===== config.mk =====
export PLATFORM = sky130hd
export DESIGN_NAME = fifo_arbiter
export DESIGN_NICKNAME = d
export VERILOG_FILES = /design/src/rtl/fifo_arbiter.sv
export SDC_FILE = /design/constraint.sdc
export NUM_CORES = 1
export LEC_CHECK = 0
export BUFFER_PORTS_ARGS = -buffer_cell sky130_fd_sc_hd__buf_2
export CORE_ASPECT_RATIO = 0.7
export CORE_MARGIN = 2
export CORE_UTILIZATION = 35
export CTS_CLUSTER_SIZE = 30
export DETAILED_ROUTE_END_ITERATION = 12
export GPL_ROUTABILITY_DRIVEN = 1
export GPL_TIMING_DRIVEN = 0
export PLACE_DENSITY = 0.76
export SLEW_MARGIN = 20
export SYNTH_ARGS = -nofsm -noshare
export SYNTH_HDL_FRONTEND = slang
export SYNTH_SLANG_ARGS = --single-unit

===== constraint.sdc =====
create_clock -name clk -period 3.5 [get_ports clk]
set_input_delay 0.35 -clock clk [delete_from_list [all_inputs] [get_ports clk]]
set_output_delay 0.35 -clock clk [all_outputs]
set_load 0.005 [all_outputs]

===== src/rtl/fifo_arbiter.sv =====
// Round-robin access arbiter for a shared 8-entry FIFO: two writers, one reader,
// at most one FIFO strobe per cycle, local occupancy tracking with refusal pulses.
module fifo_arbiter #(
  parameter int DEPTH = 8,
  parameter int DW    = 32,
  parameter int CW    = 4
) (
  input  logic          clk,
  input  logic          reset,
  input  logic          wr_req0,
  input  logic          wr_req1,
  input  logic [DW-1:0] wr_data0,
  input  logic [DW-1:0] wr_data1,
  input  logic          rd_req,
  output logic          wr_gnt0,
  output logic          wr_gnt1,
  output logic          rd_gnt,
  output logic          fifo_wr_en,
  output logic          fifo_rd_en,
  output logic [DW-1:0] fifo_din,
  output logic [CW-1:0] occupancy,
  output logic          full,
  output logic          empty,
  output logic          wr_err,
  output logic          rd_err,
  output logic [1:0]    head_state
);

  // Handshake: a request is a level held by the requester; the matching grant is a
  // one-cycle registered pulse, and the requester drops its request in that cycle.
  // A request still high in the grant cycle is masked, so it is never granted twice.

  typedef enum logic [1:0] {
    HEAD_W0 = 2'd0,
    HEAD_W1 = 2'd1,
    HEAD_R  = 2'd2
  } head_t;

  head_t head_q, head_d;

  logic elig_w0, elig_w1, elig_r;
  logic sel_w0, sel_w1, sel_r;
  logic wr_err_d, rd_err_d;

  assign full       = (occupancy == CW'(DEPTH));
  assign empty      = (occupancy == '0);
  assign head_state = head_q;

  assign elig_w0 = wr_req0 & ~wr_gnt0 & ~full;
  assign elig_w1 = wr_req1 & ~wr_gnt1 & ~full;
  assign elig_r  = rd_req  & ~rd_gnt  & ~empty;

  // Refusals look only at unmasked requests against the current occupancy.
  assign wr_err_d = ((wr_req0 & ~wr_gnt0) | (wr_req1 & ~wr_gnt1)) & full;
  assign rd_err_d = rd_req & ~rd_gnt & empty;

  always_comb begin
    sel_w0 = 1'b0;
    sel_w1 = 1'b0;
    sel_r  = 1'b0;
    head_d = head_q;
    case (head_q)
      HEAD_W0: begin
        if (elig_w0)      sel_w0 = 1'b1;
        else if (elig_w1) sel_w1 = 1'b1;
        else if (elig_r)  sel_r  = 1'b1;
      end
      HEAD_W1: begin
        if (elig_w1)      sel_w1 = 1'b1;
        else if (elig_r)  sel_r  = 1'b1;
        else if (elig_w0) sel_w0 = 1'b1;
      end
      default: begin
        if (elig_r)       sel_r  = 1'b1;
        else if (elig_w0) sel_w0 = 1'b1;
        else if (elig_w1) sel_w1 = 1'b1;
      end
    endcase
    if (sel_w0)      head_d = HEAD_W1;
    else if (sel_w1) head_d = HEAD_R;
    else if (sel_r)  head_d = HEAD_W0;
  end

  always_ff @(posedge clk) begin
    if (reset) begin
      head_q     <= HEAD_W0;
      wr_gnt0    <= 1'b0;
      wr_gnt1    <= 1'b0;
      rd_gnt     <= 1'b0;
      fifo_wr_en <= 1'b0;
      fifo_rd_en <= 1'b0;
      fifo_din   <= '0;
      occupancy  <= '0;
      wr_err     <= 1'b0;
      rd_err     <= 1'b0;
    end else begin
      head_q     <= head_d;
      wr_gnt0    <= sel_w0;
      wr_gnt1    <= sel_w1;
      rd_gnt     <= sel_r;
      fifo_wr_en <= sel_w0 | sel_w1;
      fifo_rd_en <= sel_r;
      wr_err     <= wr_err_d;
      rd_err     <= rd_err_d;
      if (sel_w0) fifo_din <= wr_data0;
      else if (sel_w1) fifo_din <= wr_data1;
      if (sel_w0 | sel_w1) occupancy <= occupancy + CW'(1);
      else if (sel_r) occupancy <= occupancy - CW'(1);
    end
  end

endmodule


**After elaboration in Yosys (flattened, before gate mapping)**

Index checks and enable logic that the tools add are counted.

- Reduce and logical (&&, ||, !) cells: 7
- Multiplexer cells: 19
- Equality and inequality tests: 2
- $add $sub $neg: 2
- Bitwise operators: 15

Operator list:

| cell | number |
|---|---|
| $mux W32 | 2 |
| $mux W1 | 10 |
| $and A1 B1 Y1 | 8 |
| $mux W4 | 2 |
| $pmux W1 S2 | 3 |
| $reduce_bool A2 Y1 | 3 |
| $not A1 Y1 | 5 |
| $add A4 B1 Y4 const B | 1 |
| $eq A4 B4 Y1 const B | 1 |
| $logic_not A4 Y1 | 1 |
| $mux W2 | 2 |
| $sub A4 B1 Y4 const B | 1 |
| $reduce_bool A3 Y1 | 1 |
| $eq A2 B1 Y1 const B | 1 |
| $logic_not A2 Y1 | 1 |
| $or A1 B1 Y1 | 2 |
| $reduce_or A2 Y1 | 1 |

- Output and inout bits: 47
- Bits in registers: 44
- Input bits: 69
- Word-level logic and storage cells: 55

**Depth between registers and ports, before layout**

- Depth after elaboration: 10
- Depth in mapped cells: 9
- Gate-level depth less buffers: 9

**Worst setup path before layout**

Ideal clock, no wire load.

- Path kind: flip-flop to flip-flop
- Start: register occupancy[0]
- End: register occupancy[2]
- Arrival time: 2.240 ns
- Path buffers: 0
- Clock period less this slack: 2.361 ns
- Library setup time: 0.121 ns
- Slack: 1.139 ns
- Data required time: 3.379 ns
- Cell stages (with the launch flop): 10
- Cell sequence: dfxtp_1 or4_4 nand2_1 o211ai_1 nor2_1 a21oi_1 ha_1 or2_2 o22ai_1 mux2_2

- Longest elaborated chain between the ends: 9
- Elaborated cells between the ends (all ways): 25
- Classes of those cells: add/sub: 2; eq/ne: 1; mux: 14; bitwise: 6; reduce/logical: 2

Ends and longest elaborated chain:

| element | line | source |
|---|---|---|
| start: declaration | 21 | `output logic [CW-1:0] occupancy,` |
| start signal: assignment | 107 | `if (sel_w0 \| sel_w1) occupancy <= occupancy + CW'(1);` |
| start signal: assignment | 108 | `else if (sel_r) occupancy <= occupancy - CW'(1);` |
| $eq A4 B4 Y1 | 45 | `assign full = (occupancy == CW'(DEPTH));` |
| $not A1 Y1 | 49, 50 |  |
| $and A1 B1 Y1, on equally long branches | 49, 50 |  |
| $mux W1, on equally long branches | - |  |
| $mux W1, on equally long branches | 70, 64 |  |
| $mux W1, on equally long branches | 69, 74 |  |
| $pmux W1 S2 | 62 | `case (head_q)` |
| $or A1 B1 Y1 | 107 |  |
| $mux W4 / $reduce_bool A2 Y1 (equally long branches) | - |  |

Several ways; a longest one is shown, not always the timed one. The select of a mux whose other input is x is not followed.
A chain may end at the register's enable or synchronous reset.

**Worst setup path in the final report**

Ends and elaborated chain as after synthesis.

==> results.sh <==
export IMPL_final_cell_mix="buf_2 (119), nor2_1 (44), dfxtp_1 (44), nand2_1 (38), a21oi_1 (36)"
export IMPL_vias=2216
export IMPL_fillers=637
export IMPL_worst_pin_slew_ps=714.0
export IMPL_ff2ff_path_depth=9
export IMPL_hp_start="wr_data0[20]"
export IMPL_post_route_period_util_pct=73.74
export IMPL_dpl_hpwl_mm=4.683
export IMPL_placed_cells=442
export IMPL_dieArea_mm2=0.007043
export IMPL_cts_root_buf="clkbuf_8"
export IMPL_critical_path_class="reg -> reg"
export IMPL_clk_pin_slew_ps=90
export IMPL_grt_max_degree=14
export IMPL_min_path_type="in -> reg"
export IMPL_hold_depth=3
export IMPL_final_common_cell="buf_2"
export IMPL_slew_headroom_pct=52.40
export IMPL_yosys_area_share_simple_pct=18.89
export IMPL_min_period_ps=2581
export IMPL_timing_fmax_mhz=387.5
export IMPL_ir_drop_v=0.0002365
export IMPL_p_leak_uw=0.001397
export IMPL_fin_cells=450
export IMPL_rows=24
export IMPL_wl_per_cell_um=13.92
export IMPL_final_hold_viol_count=0
export IMPL_crit_arrival_ps=2760
export IMPL_synth_top_family_by_area="compound AO/OA/AOI/OAI gates"
export IMPL_die_w_um=99.45
export IMPL_slew_viol_final=0
export IMPL_synthMuxAreaShare_pct=1.457
export IMPL_grt_pass1_vias=2154
export IMPL_die_y_um=70.82
export IMPL_antenna_left=0
export IMPL_hold_end="fifo_din[20]"
export IMPL_yosys_warnings=0
export IMPL_synth_seq_cells=44
export IMPL_synth_fp_nets=320
export IMPL_synth_edf_count=0
export IMPL_end_kind="flip-flop"
export IMPL_postSynthCellCount=250
export IMPL_fin_setup_tns_ps=0
export IMPL_avgSynthCellArea_um2=8.929
export IMPL_synth_compound_area_share_pct=30.83
export IMPL_wl_mm=6.263
export IMPL_ys_types=37
export IMPL_area_delta_synth_final_pct=34.75
export IMPL_cp_max_fo=7
export IMPL_fin_total_pwr_uw=2076
export IMPL_drv_cap=0
export IMPL_track_usage_pct=17.62
export IMPL_cts_tree="built"
export IMPL_drt_iter0_markers=62
export IMPL_grt_overflow=0
export IMPL_syn_area_mm2=0.002232
export IMPL_post_cts_repair_setup_buffers=0
export IMPL_status="finished, final reports clean"
export IMPL_antenna_found_initial=0
export IMPL_clkLatencyLatePin_ps=290
export IMPL_cts_buffer_depth=2
export IMPL_synth_xor_area_share_pct=0.3924
export IMPL_vias_per_cell=4.924
export IMPL_grt_pass1_wl_mm=10.15
export IMPL_power_density_mw_per_mm2=690.2
export IMPL_route_detailed_drc=0
export IMPL_regToRegSetupSlack_ps=920
export IMPL_stdcell_area_mm2=0.003008
export IMPL_port_buffer_count=114
export IMPL_rsz0062_at_grt="false"
export IMPL_seq_area_frac_synth_pct=39.46
export IMPL_hold_buffers=0
export IMPL_r2r_start="occupancy[0]"
export IMPL_place_area_mm2=0.002900
export IMPL_async_flop_share_pct=0
export IMPL_cp_required_ps=3680
export IMPL_setup_viol=0
export IMPL_antenna_diode_count=0
export IMPL_ys_flop_type="dfxtp_1"
export IMPL_start_kind="flip-flop"
export IMPL_layout_drive_gt1_share_pct=48.66
export IMPL_fp_coreArea_mm2=0.006186
export IMPL_nets=441
export IMPL_place_gp_congestion=0.7829
export IMPL_h_tree_depth=2
export IMPL_start_util_pct=36.08
export IMPL_rr_endpoint="occupancy[2]"
export IMPL_drt_first_pass_iters=4
export IMPL_clock_sinks=44
export IMPL_synth_adder_area_share_pct=0.5605
export IMPL_finalClockSkew_ps=5.709
export IMPL_pin_count=116
export IMPL_cts_resized=0
export IMPL_numCtsBuffers=5
==> cell type report <==
class	instances	area (um^2)	share of cell area, %
Clock buffer	6	72.57	2.413
Buffer	18	167.7	5.574
Inverter	4	20.02	0.6656
Sequential cell	44	880.8	29.28
Tap cell	78	97.59	3.245
Multi-Input combinational cell	184	1164	38.69
Clock inverter	2	35.03	1.165
Timing Repair Buffer	114	570.5	18.97
==> cells by family after synthesis <==
| logic type | count (synthesis) |
|---|---|
| AOI/OAI and AO/OA | 81 |
| xor gates and xnor gates | 1 |
| adders and majority gates | 1 |
| buffers and inverters | 22 |
| DFF | 44 |
| muxes | 3 |
| and+or+nand+nor | 98 |
==> worst max-delay path, cell delays in order (launching register included) <==
cell	delay [ps]
dfxtp_1	390
or4_4	610
nand2_1	120
o211ai_1	190
nor2_1	130
a21oi_1	60
ha_1	210
or2_2	270
o22ai_1	130
mux2_2	360
==> report_power, final <==
part	internal, uW	switching (uW)	total, uW	leakage, uW
clock	212	180	392	0.0000552
combinational	438	519	957	0.000977
sequential	632	94.8	727	0.000365
total	1280	793	2080	0.00140
==> per-stage QoR <==
stage | utilization, % | hold WS (ps) | setup slack [ps]
after floorplan | - | 453.3 | 1139
after global placement | 46.89 | 444.4 | 1003
after detailed placement | 46.89 | 452.4 | 977.1
after CTS | 48.62 | 284.8 | 943.4
after global routing | 48.62 | 298.7 | 751.5
final | 48.62 | 294.3 | 919.0
==> flip-flops by register name, summed over array words and instances, names as in the netlist <==
signal	count
wr_err	1
fifo_wr_en	1
fifo_rd_en	1
head_state	2
occupancy	4
rd_err	1
wr_gnt1	1
fifo_din	32
wr_gnt0	1
==> routing by layer <==
metal	GRT usage, %	share of wire, %	vias to the layer above
met4	3.653	0.59	0
met2	28.38	45	70
met3	3.854	6.1	2
met1	24.51	48	1034
li1	-	-	1110
met5	0	0	-
==> cell usage after synthesis (3+ instances only) <==
master / n / area (um^2)
a21oi_1: 36 / 180.2
buf_2: 5 / 25.02
inv_1: 3 / 11.26
nand2_1: 38 / 142.6
a211oi_1: 3 / 22.52
a211oi_2: 29 / 362.9
nor2b_1: 5 / 31.28
clkbuf_8: 6 / 82.58
dfxtp_1: 44 / 880.8
buf_6: 4 / 45.04
nor2_1: 44 / 165.2
or2_2: 3 / 18.77
==> worst max-delay path by stage <==
stage	end	from
floorplan	occupancy[2]	occupancy[0]
global placement	occupancy[2]	occupancy[0]
detailed placement	occupancy[2]	occupancy[0]
CTS	occupancy[2]	occupancy[0]
global route	occupancy[2]	occupancy[0]
finish	occupancy[2]	occupancy[0]
Note: power is estimated with default switching activity, not from simulation.
